## src/rtl/controller_pkg.sv

```systemverilog
// ============================================================================
// controller_pkg: state, opcode, ALU and select encodings for multicycle_controller
// Revision: 1.0
// ============================================================================
`default_nettype none

package controller_pkg;

  typedef enum logic [3:0] {
    S_FETCH    = 4'd0,
    S_DECODE   = 4'd1,
    S_MEMADR   = 4'd2,
    S_MEMREAD  = 4'd3,
    S_MEMWB    = 4'd4,
    S_MEMWRITE = 4'd5,
    S_EXECUTER = 4'd6,
    S_EXECUTEI = 4'd7,
    S_ALUWB    = 4'd8,
    S_BEQ      = 4'd9,
    S_JAL      = 4'd10
  } state_t;

  typedef enum logic [1:0] {
    ALUOP_ADD   = 2'b00,
    ALUOP_SUB   = 2'b01,
    ALUOP_FUNCT = 2'b10
  } alu_op_t;

  localparam logic [6:0] OP_LW  = 7'b0000011;
  localparam logic [6:0] OP_SW  = 7'b0100011;
  localparam logic [6:0] OP_R   = 7'b0110011;
  localparam logic [6:0] OP_I   = 7'b0010011;
  localparam logic [6:0] OP_JAL = 7'b1101111;
  localparam logic [6:0] OP_BEQ = 7'b1100011;

  localparam logic [2:0] ALU_ADD = 3'b000;
  localparam logic [2:0] ALU_SUB = 3'b001;
  localparam logic [2:0] ALU_AND = 3'b010;
  localparam logic [2:0] ALU_OR  = 3'b011;
  localparam logic [2:0] ALU_SLT = 3'b101;

  localparam logic [1:0] RES_ALUOUT    = 2'b00;
  localparam logic [1:0] RES_DATA      = 2'b01;
  localparam logic [1:0] RES_ALURESULT = 2'b10;

  localparam logic [1:0] SRCA_PC    = 2'b00;
  localparam logic [1:0] SRCA_OLDPC = 2'b01;
  localparam logic [1:0] SRCA_RS1   = 2'b10;

  localparam logic [1:0] SRCB_RS2  = 2'b00;
  localparam logic [1:0] SRCB_IMM  = 2'b01;
  localparam logic [1:0] SRCB_FOUR = 2'b10;

  localparam logic [1:0] IMM_I = 2'b00;
  localparam logic [1:0] IMM_S = 2'b01;
  localparam logic [1:0] IMM_B = 2'b10;
  localparam logic [1:0] IMM_J = 2'b11;

  function automatic logic [1:0] imm_src_of(input logic [6:0] op);
    case (op)
      OP_SW:   return IMM_S;
      OP_BEQ:  return IMM_B;
      OP_JAL:  return IMM_J;
      default: return IMM_I;
    endcase
  endfunction

endpackage

`default_nettype wire

```

## src/rtl/alu_decoder.sv

```systemverilog
// ============================================================================
// alu_decoder: maps alu_op plus funct3/funct7b5/op[5] to the ALU operation code
// Revision: 1.0
// ============================================================================
`default_nettype none

module alu_decoder
  import controller_pkg::*;
(
  input  logic [1:0] alu_op_i,
  input  logic [2:0] funct3_i,
  input  logic       funct7b5_i,
  input  logic       op5_i,
  output logic [2:0] alu_control_o
);

  always_comb begin
    alu_control_o = ALU_ADD;
    case (alu_op_i)
      ALUOP_SUB: alu_control_o = ALU_SUB;
      ALUOP_FUNCT: begin
        case (funct3_i)
          // funct7b5 only means subtract for R-type; addi reuses that bit as immediate
          3'b000:  alu_control_o = (funct7b5_i & op5_i) ? ALU_SUB : ALU_ADD;
          3'b010:  alu_control_o = ALU_SLT;
          3'b110:  alu_control_o = ALU_OR;
          3'b111:  alu_control_o = ALU_AND;
          default: alu_control_o = ALU_ADD;
        endcase
      end
      default: alu_control_o = ALU_ADD;
    endcase
  end

endmodule

`default_nettype wire

```

## src/rtl/multicycle_controller.sv

```systemverilog
// ============================================================================
// multicycle_controller: Moore control FSM for the multicycle RV32I-subset datapath
// Optional: BRANCH_NE_EN lets the BEQ state also resolve bne. Revision: 1.0
// ============================================================================
`default_nettype none

module multicycle_controller
  import controller_pkg::*;
(
  input  logic       clk,
  input  logic       reset,
  input  logic [6:0] op,
  input  logic [2:0] funct3,
  input  logic       funct7b5,
  input  logic       zero,
  output logic       pc_write,
  output logic       adr_src,
  output logic       mem_write,
  output logic       ir_write,
  output logic [1:0] result_src,
  output logic [1:0] alu_src_a,
  output logic [1:0] alu_src_b,
  output logic [1:0] imm_src,
  output logic [2:0] alu_control,
  output logic       reg_write
);

  state_t  state_q, state_d;
  alu_op_t alu_op;
  logic    pc_update;
  logic    branch;
  logic    taken;

  always_comb begin
    state_d = S_FETCH;
    case (state_q)
      S_FETCH: state_d = S_DECODE;
      S_DECODE: begin
        case (op)
          OP_LW, OP_SW: state_d = S_MEMADR;
          OP_R:         state_d = S_EXECUTER;
          OP_I:         state_d = S_EXECUTEI;
          OP_JAL:       state_d = S_JAL;
          OP_BEQ:       state_d = S_BEQ;
          default:      state_d = S_FETCH;
        endcase
      end
      S_MEMADR:   state_d = (op == OP_LW) ? S_MEMREAD : S_MEMWRITE;
      S_MEMREAD:  state_d = S_MEMWB;
      S_EXECUTER, S_EXECUTEI, S_JAL: state_d = S_ALUWB;
      default:    state_d = S_FETCH;
    endcase
  end

  always_ff @(posedge clk or negedge reset) begin
    if (!reset) state_q <= S_FETCH;
    else        state_q <= state_d;
  end

  always_comb begin
    pc_update  = 1'b0;
    branch     = 1'b0;
    adr_src    = 1'b0;
    mem_write  = 1'b0;
    ir_write   = 1'b0;
    reg_write  = 1'b0;
    result_src = RES_ALUOUT;
    alu_src_a  = SRCA_PC;
    alu_src_b  = SRCB_RS2;
    alu_op     = ALUOP_ADD;
    case (state_q)
      S_FETCH: begin
        ir_write   = 1'b1;
        pc_update  = 1'b1;
        alu_src_b  = SRCB_FOUR;
        result_src = RES_ALURESULT;
      end
      S_DECODE: begin
        alu_src_a = SRCA_OLDPC;
        alu_src_b = SRCB_IMM;
      end
      S_MEMADR: begin
        alu_src_a = SRCA_RS1;
        alu_src_b = SRCB_IMM;
      end
      S_MEMREAD: adr_src = 1'b1;
      S_MEMWB: begin
        result_src = RES_DATA;
        reg_write  = 1'b1;
      end
      S_MEMWRITE: begin
        adr_src   = 1'b1;
        mem_write = 1'b1;
      end
      S_EXECUTER: begin
        alu_src_a = SRCA_RS1;
        alu_op    = ALUOP_FUNCT;
      end
      S_EXECUTEI: begin
        alu_src_a = SRCA_RS1;
        alu_src_b = SRCB_IMM;
        alu_op    = ALUOP_FUNCT;
      end
      S_ALUWB: reg_write = 1'b1;
      S_BEQ: begin
        alu_src_a = SRCA_RS1;
        alu_op    = ALUOP_SUB;
        branch    = 1'b1;
      end
      S_JAL: begin
        alu_src_a = SRCA_OLDPC;
        alu_src_b = SRCB_FOUR;
        pc_update = 1'b1;
      end
      default: ;
    endcase
    // reset is asynchronous, so strobes must drop without waiting for a clock
    if (!reset) begin
      pc_update  = 1'b0;
      branch     = 1'b0;
      adr_src    = 1'b0;
      mem_write  = 1'b0;
      ir_write   = 1'b0;
      reg_write  = 1'b0;
      result_src = RES_ALUOUT;
      alu_src_a  = SRCA_PC;
      alu_src_b  = SRCB_RS2;
      alu_op     = ALUOP_ADD;
    end
  end

`ifdef BRANCH_NE_EN
  always_comb begin
    case (funct3)
      3'b000:  taken = zero;
      3'b001:  taken = ~zero;
      default: taken = 1'b0;
    endcase
  end
`else
  assign taken = zero;
`endif

  assign pc_write = pc_update | (branch & taken);
  assign imm_src  = reset ? imm_src_of(op) : IMM_I;

  alu_decoder u_alu_decoder (
    .alu_op_i      (alu_op),
    .funct3_i      (funct3),
    .funct7b5_i    (funct7b5),
    .op5_i         (op[5]),
    .alu_control_o (alu_control)
  );

endmodule

`default_nettype wire

```

## config.mk

```make
export PLATFORM = sky130hd
export DESIGN_NAME = multicycle_controller
export DESIGN_NICKNAME = d
export VERILOG_FILES = /design/src/rtl/controller_pkg.sv /design/src/rtl/alu_decoder.sv /design/src/rtl/multicycle_controller.sv
export SDC_FILE = /design/constraint.sdc
export NUM_CORES = 1
export LEC_CHECK = 0
export CAP_MARGIN = 20
export CORE_MARGIN = 10
export CORE_UTILIZATION = 43
export DETAILED_ROUTE_END_ITERATION = 10
export PLACE_DENSITY_LB_ADDON = 0.25
export SLEW_MARGIN = 20
export SYNTH_ARGS = -nofsm -noshare
export SYNTH_HDL_FRONTEND = slang
export SYNTH_HIERARCHICAL = 1
export SYNTH_SLANG_ARGS = --single-unit
```

## constraint.sdc

```tcl
create_clock -name clk -period 2.9 [get_ports clk]
set_input_delay 0.29 -clock clk [delete_from_list [all_inputs] [get_ports clk]]
set_output_delay 0.29 -clock clk [all_outputs]
set_load 0.02 [all_outputs]
```

Word-level counts from Yosys, hierarchy flattened

Index checks and enable logic that the tools add are counted.

Register bits after elaboration: 4
Input bits: 14
Output and inout bits: 16
Word-level logic and storage cells: 64

Equality and inequality tests: 21
Mux-type cells: 28
Bitwise logic cells: 3
Reduce and logical (&&, ||, !) cells: 11

Operator list:

| operator             | count |
|---|---|
| $pmux W4 S5          | 2 |
| $eq A4 B3 Y1 const B | 4 |
| $pmux W2 S2          | 4 |
| $eq A7 B6 Y1 const B | 2 |
| $eq A7 B7 Y1 const B | 2 |
| $mux W1              | 13 |
| $eq A4 B4 Y1 const B | 3 |
| $pmux W3 S4          | 1 |
| $reduce_or A2 Y1     | 6 |
| $mux W2              | 5 |
| $eq A4 B2 Y1 const B | 2 |
| $eq A7 B2 Y1 const B | 1 |
| $eq A7 B5 Y1 const B | 1 |
| $eq A3 B3 Y1 const B | 2 |
| $pmux W2 S3          | 1 |
| $pmux W3 S2          | 1 |
| $reduce_or A3 Y1     | 2 |
| $eq A4 B1 Y1 const B | 1 |
| $logic_not A4 Y1     | 1 |
| $reduce_or A4 Y1     | 1 |
| $eq A3 B2 Y1 const B | 1 |
| $logic_not A3 Y1     | 1 |
| $mux W3              | 1 |
| $and A1 B1 Y1        | 2 |
| other kinds (3)      | 3 |

Logic depth before layout (Yosys ltp)

Gate-level depths: netlist of run 1.

Depth in word-level cells: 6
Mapped depth: 7
Gate-level depth less buffers: 6

By module

Netlist of run 1, hierarchy kept.

By module, submodules not included:

| module                | times used | cells each | area an instance (µm²) | sequential area each (µm²) |
|---|---|---|---|---|
| multicycle_controller | 1          | 70         | 555.5                  | 100.1 |
| alu_decoder           | 1          | 11         | 96.3                   | 0.0 |

Least setup slack after synthesis of run 1

Ideal clock, no wire load.

Path type: register to output
From: reg state_q[3]
To: out alu_control[2]
Data arrival time: 2025 ps
Required time: 2610 ps
Slack: 585 ps
Stages on the path, launching flop included: 5
Buffers on the path: 1
Path through: dfrtp_1 buf_4 nor4_1 ha_1 nor4b_1

Word-level cells in the longest chain between the ends: 6
Elaborated cells between the ends (all ways): 9
Those cells by class: 5 x eq/ne; 3 x mux; 1 x reduce/logical

Ends and longest elaborated chain:

| what                                         | line                         | RTL |
|---|---|---|
| start: declaration                           | multicycle_controller.sv:28  | `state_t state_q, state_d;` |
| start signal: assignment                     | multicycle_controller.sv:57  | `else state_q <= state_d;` |
| $eq A4 B3 Y1                                 | multicycle_controller.sv:71  | `case (state_q)` |
| $reduce_or A2 Y1 (no source line)            | -                            |  |
| $pmux W2 S2 *                                | multicycle_controller.sv:71  |  |
| $mux W2 *                                    | multicycle_controller.sv:118 | `if (!reset) begin` |
| named net alu_op[1]                          | multicycle_controller.sv:29  | `alu_op_t alu_op;` |
| $eq A2 B2 Y1 or $eq A2 B1 Y1 (tied branches) | alu_decoder.sv:19            | `case (alu_op_i)` |
| $pmux W3 S2 *                                | alu_decoder.sv:19            |  |
| end: declaration                             | multicycle_controller.sv:24  | `output logic [2:0] alu_control,` |

The timed path passes the listed nets; every way through them passes the cells marked *.

Worst setup path after layout of run 1

From: in reset
To: out alu_control[0]

Word-level cells in the longest chain between the ends: 3
Elaborated cells between the ends (all ways): 4
Those cells by class: 2 x eq/ne; 2 x mux

Ends and longest elaborated chain:

| what                                         | line                         | RTL |
|---|---|---|
| start: declaration                           | multicycle_controller.sv:11  | `input logic reset,` |
| $mux W2 *                                    | multicycle_controller.sv:118 |  |
| named net alu_op[1]                          | multicycle_controller.sv:29  |  |
| $eq A2 B2 Y1 or $eq A2 B1 Y1 (tied branches) | alu_decoder.sv:19            |  |
| $pmux W3 S2 *                                | alu_decoder.sv:19            |  |

Marked as above.

==> flow_metrics.tcl, run 1 <==
set metrics [dict create \
    n_antenna_cell 0 \
    clock_path_buffers 2 \
    die-width_um 58.9 \
    drive_gt1_share_pct 17.0 \
    largest_reg_flops 4 \
    synth_top_cell_area_share_pct 15.4 \
    fin_crit_sh_pct 93.8 \
    cts_num_sinks 4 \
    dieHeight_um 58.9 \
    p_total_mw 0.405 \
    worst_slew_pin_slew_ns 0.344 \
    worstHoldPathType "in -> async" \
    first_pass_iters 4 \
    core_area_sq_um 1370 \
    fillers 120 \
    yosysTopAreaCell "dfrtp_1" \
    relSlewSlack_pct 76.9 \
    viasPerCell 5.53 \
    antenna_found_initial 0 \
    status "complete, no violations" \
    place_congestion 0.799 \
    crit_required_ns 2.61 \
    cts_tree "done" \
    reg_top3 "state_q x4" \
    finalClockSkew_ns 0.00283 \
    rsz0062_at_grt "false" \
    setup.worst_path.start_class "input port" \
    drtAntennaViolNets 0 \
    synth_nets 97 \
    largest_register "state_q" \
    synth_area_leaders "dfrtp_1 (15%), nor2_1 (5.8%), a21oi_1 (5.4%)" \
    seq_area_frac_synth_pct 15.4 \
    setup_viol 0 \
    clkSlewWorstSetupHoldPaths_ns 0.04 \
    dr.first_iter.drc_count 15 \
    fmaxAchievable_ghz 0.368 \
    timing.setup.tns_ns 0 \
    nets 130 \
    dp_hpwl_um 1580 \
    fin_crit_ns 2.72 \
    routed_wl_um 1820 \
    htreeDepth 1 \
    path_class "in -> out" \
    layout.cells.non_filler 127 \
    track_usage_pct 10.6 \
    grt_pass1_vias 745 \
    ir_worst_vdd_uv 326 \
    dp.cells 124 \
    root_buffer "clkbuf_4" \
    endpoint_kind "primary output" \
    slew_viol_final 0 \
    synth.avg_cell_area_sq_um 8.05 \
    power_leakage_nw 0.392 \
    maxCapViolCount 0 \
    drc 0 \
    netlist_area_sq_um 652 \
    timing.critical_path.arrival_ns 2.43 \
    area_delta_synth_final_pct 48.8 \
    io_buffers 29 \
    synth-seq-cells 4 \
    synth_edf_count 0 \
    cp_max_fo 3 \
    grt_max_degree 15 \
    power_density_nw_per_um2 417 \
    fin_hold_ws_ns 0.421 \
    grt_overflow 0 \
    initial_core_util_pct 47.7 \
    wl_per_cell_um 14.3 \
    worstSkewPairLatency_ns 0.23 \
    cts_buffers 3 \
    synthFlopType "dfrtp_1" \
    final_util_pct 71.0 \
    syn_inst 81 \
    pin_count 30 \
    row_count 13 \
    hold_viol 0 \
    ctsHoldBuffers 0 \
    synthArstFlopShare_pct 100 \
    dieArea_sq_um 3470 \
    yosys_warnings 6 \
    vias 702 \
    synth_cell_types 43 \
    grt_pass1_wl_um 3030 \
]
worst max-delay path: stages:
cell and delay, ns:
clkdlybuf4s50_1 0.51, inv_1 0.09, nor4_1 0.27, ha_1 0.29, nand2b_4 0.07, a221oi_2 0.26, clkdlybuf4s50_1 0.64
per-layer routing:
metal	global-route usage [%]	vias to the layer above	wire length [um]
met5	0	-	0
met4	4.92	0	19
met3	2.36	2	110
met2	20.4	23	933
met1	10.2	319	756
li1	-	358	-
cells in the mapped netlist, drive strengths merged, types with 2 or more instances:
cell type / n
a21oi: 7
and4: 2
and4b: 2
buf: 6
dfrtp: 4
ha: 2
inv: 7
nand2: 5
nand2b: 2
nor2: 10
nor3: 4
nor3b: 2
nor4: 3
nor4b: 2
xnor2: 2
layout make-up:
type / instances / area, sq um / share of cell area (%)
Multi-Input combinational cell: 64 / 472 / 48.6
Timing Repair Buffer: 34 / 330 / 34.1
Sequential cell: 4 / 100 / 10.3
Inverter: 7 / 26.3 / 2.71
Clock buffer: 3 / 22.5 / 2.32
Tap cell: 15 / 18.8 / 1.94
worst paths after layout:
kind / startpoint / end / slack, ns / cells after the start
setup / recovery: reset / alu_control[0] / 0.18 / 7
max in group asynchronous: reset / state_q[2]$_DFF_PN0_ / 2.35 / 2
hold reg to reg: state_q[2]$_DFF_PN0_ / state_q[3]$_DFF_PN0_ / 0.63 / 2
hold / removal: reset / state_q[1]$_DFF_PN0_ / 0.42 / 2
min in group clk: state_q[2]$_DFF_PN0_ / state_q[3]$_DFF_PN0_ / 0.63 / 2
setup reg to reg: state_q[1]$_DFF_PN0_ / state_q[3]$_DFF_PN0_ / 1.60 / 4
logic make-up after synthesis:
logic type	after synthesis	share of synthesized area (%)
AND/OR/NAND/NOR	41	44.3
AO/OA/AOI/OAI	18	20.2
XOR/XNOR	3	4.03
flip-flops	4	15.4
buffers and inverters	13	12.3
adder cells (fa/ha/maj)	2	3.84
timing repair:
action                     in CTS  in global routing
resized for setup               0                  1
setup buffers                   0                  0
hold endpoints to repair        0                  0
setup endpoints to repair       0                  1
power breakdown:
| part | switching (mW) | internal, mW |
|---|---|---|
| Sequential | 0.00502 | 0.0650 |
| Combinational | 0.138 | 0.129 |
| Clock | 0.0211 | 0.0462 |
| Total | 0.164 | 0.241 |
cells in the final DEF, fill, tap and decap left out, types with 2 or more instances in the layout:
cell              n
buf_4             5
inv_1             7
nor4b_1           2
clkbuf_4          3
nand2_1           5
a21oi_1           7
xnor2_1           2
and4_1            2
dfrtp_1           4
nor3_1            3
nor2_1           10
nor4_2            2
clkdlybuf4s50_1  28
ha_1              2
per-stage QoR:
step / cell area (sq um) / setup slack (ns)
after floorplan: 652 / 0.585
after global placement: 945 / 0.183
after detailed placement: 945 / 0.133
after CTS: 967 / 0.134
after global routing: 970 / 0.0843
final: 970 / 0.180
No activity file was read; power rests on OpenSTA's default activity.
==> run 2: changes to the inputs <==
--- a/config.mk
+++ b/config.mk
@@ -8,8 +8,9 @@
 export CAP_MARGIN = 20
 export CORE_MARGIN = 10
 export CORE_UTILIZATION = 43
+export CTS_CLUSTER_DIAMETER = 120
 export DETAILED_ROUTE_END_ITERATION = 10
-export PLACE_DENSITY_LB_ADDON = 0.25
+export PLACE_DENSITY_LB_ADDON = 0.15
 export SLEW_MARGIN = 20
 export SYNTH_ARGS = -nofsm -noshare
 export SYNTH_HDL_FRONTEND = slang
==> constraint.sdc (replaced) <==
create_clock -name clk -period 3.15 [get_ports clk]
set_input_delay 0.315 -clock clk [delete_from_list [all_inputs] [get_ports clk]]
set_output_delay 0.315 -clock clk [all_outputs]
set_load 0.02 [all_outputs]
==> flow_metrics.tcl, run 2 (synthesized netlist as in run 1, its figures left out) <==
set metrics [dict create \
    status "complete, no violations" \
    ir_worst_vdd_uv 169 \
    setup.worst_path.start_class "flop" \
    crit_required_ns 2.83 \
    p_clk_share_pct 18.9 \
    initial_core_util_pct 47.7 \
    endpoint_kind "primary output" \
    io_buffers 29 \
    dp_hpwl_um 1500 \
    cp_max_fo 8 \
    cts_num_sinks 4 \
    cp_slowest_cell "clkdlybuf4s50_1" \
    wl_per_cell_um 14.7 \
    nets 127 \
    area_delta_synth_final_pct 45.7 \
    switching_share_pct 42.4 \
    grt_max_degree 15 \
    final_cell_mix "clkdlybuf4s50_1 (28), nor2_1 (10), a21oi_1 (7), inv_1 (7), nand2_1 (5)" \
    dieHeight_um 58.9 \
    largest_register "state_q" \
    power_leakage_nw 0.374 \
    grt_overflow 0 \
    fin_crit_sh_pct 92.3 \
    ctsHoldBuffers 0 \
    grt_pass1_wl_um 3110 \
    drive_gt1_share_pct 16.5 \
    cts_tree "done" \
    clkSlewWorstSetupHoldPaths_ns 0.05 \
    core_area_sq_um 1370 \
    worst_slew_pin_slew_ns 0.342 \
    antenna_found_initial 0 \
    n_antenna_cell 0 \
    p_sw_mw 0.157 \
    p_seq_share_pct 23.1 \
    multi_input_area_sq_um 472 \
    power_density_nw_per_um2 390 \
    fin_crit_ns 2.91 \
    viasPerCell 5.74 \
    p_total_mw 0.371 \
    vias 712 \
    track_usage_pct 11.0 \
    finalClockSkew_ns 0.00967 \
    seq_area_sq_um 103 \
    setup_viol 0 \
    largest_reg_flops 4 \
    row_count 13 \
    routed_wl_um 1830 \
    place_congestion 0.840 \
    reg_top3 "state_q x4" \
    cp_cell_sequence "inv_1 > nor4_1 > ha_1 > nand2b_4 > a221oi_2 > clkdlybuf4s50_1" \
    dr.first_iter.drc_count 12 \
    worstSkewPairLatency_ns 0.25 \
    rsz0062_at_grt "false" \
    fmaxAchievable_ghz 0.344 \
    timing.critical_path.arrival_ns 2.59 \
    clock_path_buffers 2 \
    dieArea_sq_um 3470 \
    die-width_um 58.9 \
    timing.setup.tns_ns 0 \
    maxCapViolCount 0 \
    slew_viol_final 0 \
    path_class "reg -> out" \
    final_common_cell "clkdlybuf4s50_1" \
    relSlewSlack_pct 77.0 \
    cts_buffers 3 \
    drtAntennaViolNets 0 \
    hold_viol 0 \
    worstHoldPathType "in -> async" \
    root_buffer "clkbuf_4" \
    drc 0 \
    grt_pass1_vias 702 \
    first_pass_iters 4 \
    p_comb_share_pct 58.0 \
    htreeDepth 1 \
    crit_path_max_incr_delay_ns 0.64 \
    p_int_mw 0.214 \
    pin_count 30 \
    fillers 120 \
]
[run 2: cell count changes in the layout (fill, tap and decap cells not counted)]
cell and delta:
buf_4 -3, dfrtp_1 -2, dfrtp_2 +2
[run 2: layout make-up]
cell class                      count  area share, %
Inverter                            7           2.77
Clock buffer                        3           2.37
Multi-Input combinational cell     64           49.7
Timing Repair Buffer               31           32.4
Sequential cell                     4           10.8
Tap cell                           15           1.98
[run 2: path summary, 6_finish.rpt]
path	slack, ns	from	depth (start not counted)	endpoint
min	0.41	reset	2	state_q[2]$_DFF_PN0_
min in group clk	0.62	state_q[0]$_DFF_PN0_	1	state_q[0]$_DFF_PN0_
max	0.24	state_q[2]$_DFF_PN0_	6	alu_control[0]
max reg2reg	1.85	state_q[3]$_DFF_PN0_	4	state_q[3]$_DFF_PN0_
max in group asynchronous	2.59	reset	2	state_q[0]$_DFF_PN0_
min reg2reg	0.62	state_q[0]$_DFF_PN0_	1	state_q[0]$_DFF_PN0_
[run 2: metal layers]
layer | vias up | share of wire [%] | track usage (%) | wire [um]
li1 | 352 | - | - | -
met1 | 321 | 42 | 12.5 | 763
met2 | 35 | 49 | 18.2 | 897
met3 | 4 | 7.3 | 3.22 | 134
met4 | 0 | 1.8 | 5.90 | 32
met5 | - | 0 | 0 | 0
[run 2: timing repair]
item | in CTS | in global routing
resized for setup | 0 | 3
hold endpoints to repair | 0 | 0
buffers inserted | 0 | 0
endpoints found under the setup margin | 0 | 1
[run 2: power groups by stage]
stage                     Combinational [mW]  Clock, mW  Sequential [mW]
final                                  0.215     0.0701           0.0857
after global routing                   0.231     0.0741           0.0887
after CTS                              0.216     0.0720           0.0837
after detailed placement               0.216          0           0.0844
after global placement                 0.214          0           0.0828
after floorplan                        0.162          0           0.0667
[run 2: stage by stage]
stage               std cells  instance area [sq um]  worst slack, ns  hold WS [ns]  utilization, %
global placement          121                    922            0.385         0.674            67.5
global route              124                    950            0.132         0.439            69.5
detailed placement        121                    922            0.380         0.675            67.5
CTS                       124                    945            0.169         0.410            69.1
finish                    124                    950            0.244         0.412            69.5
floorplan                  81                    652            0.810        0.0194               -
[run 2: critical path, delay by kind of cell, from the launching register on]
family | cells | cell delay [ns]
AO/OA/AOI/OAI | 1 | 0.25
adder cells (fa/ha/maj) | 1 | 0.28
buffers and inverters | 2 | 0.83
flip-flops | 1 | 0.51
AND/OR/NAND/NOR | 2 | 0.47
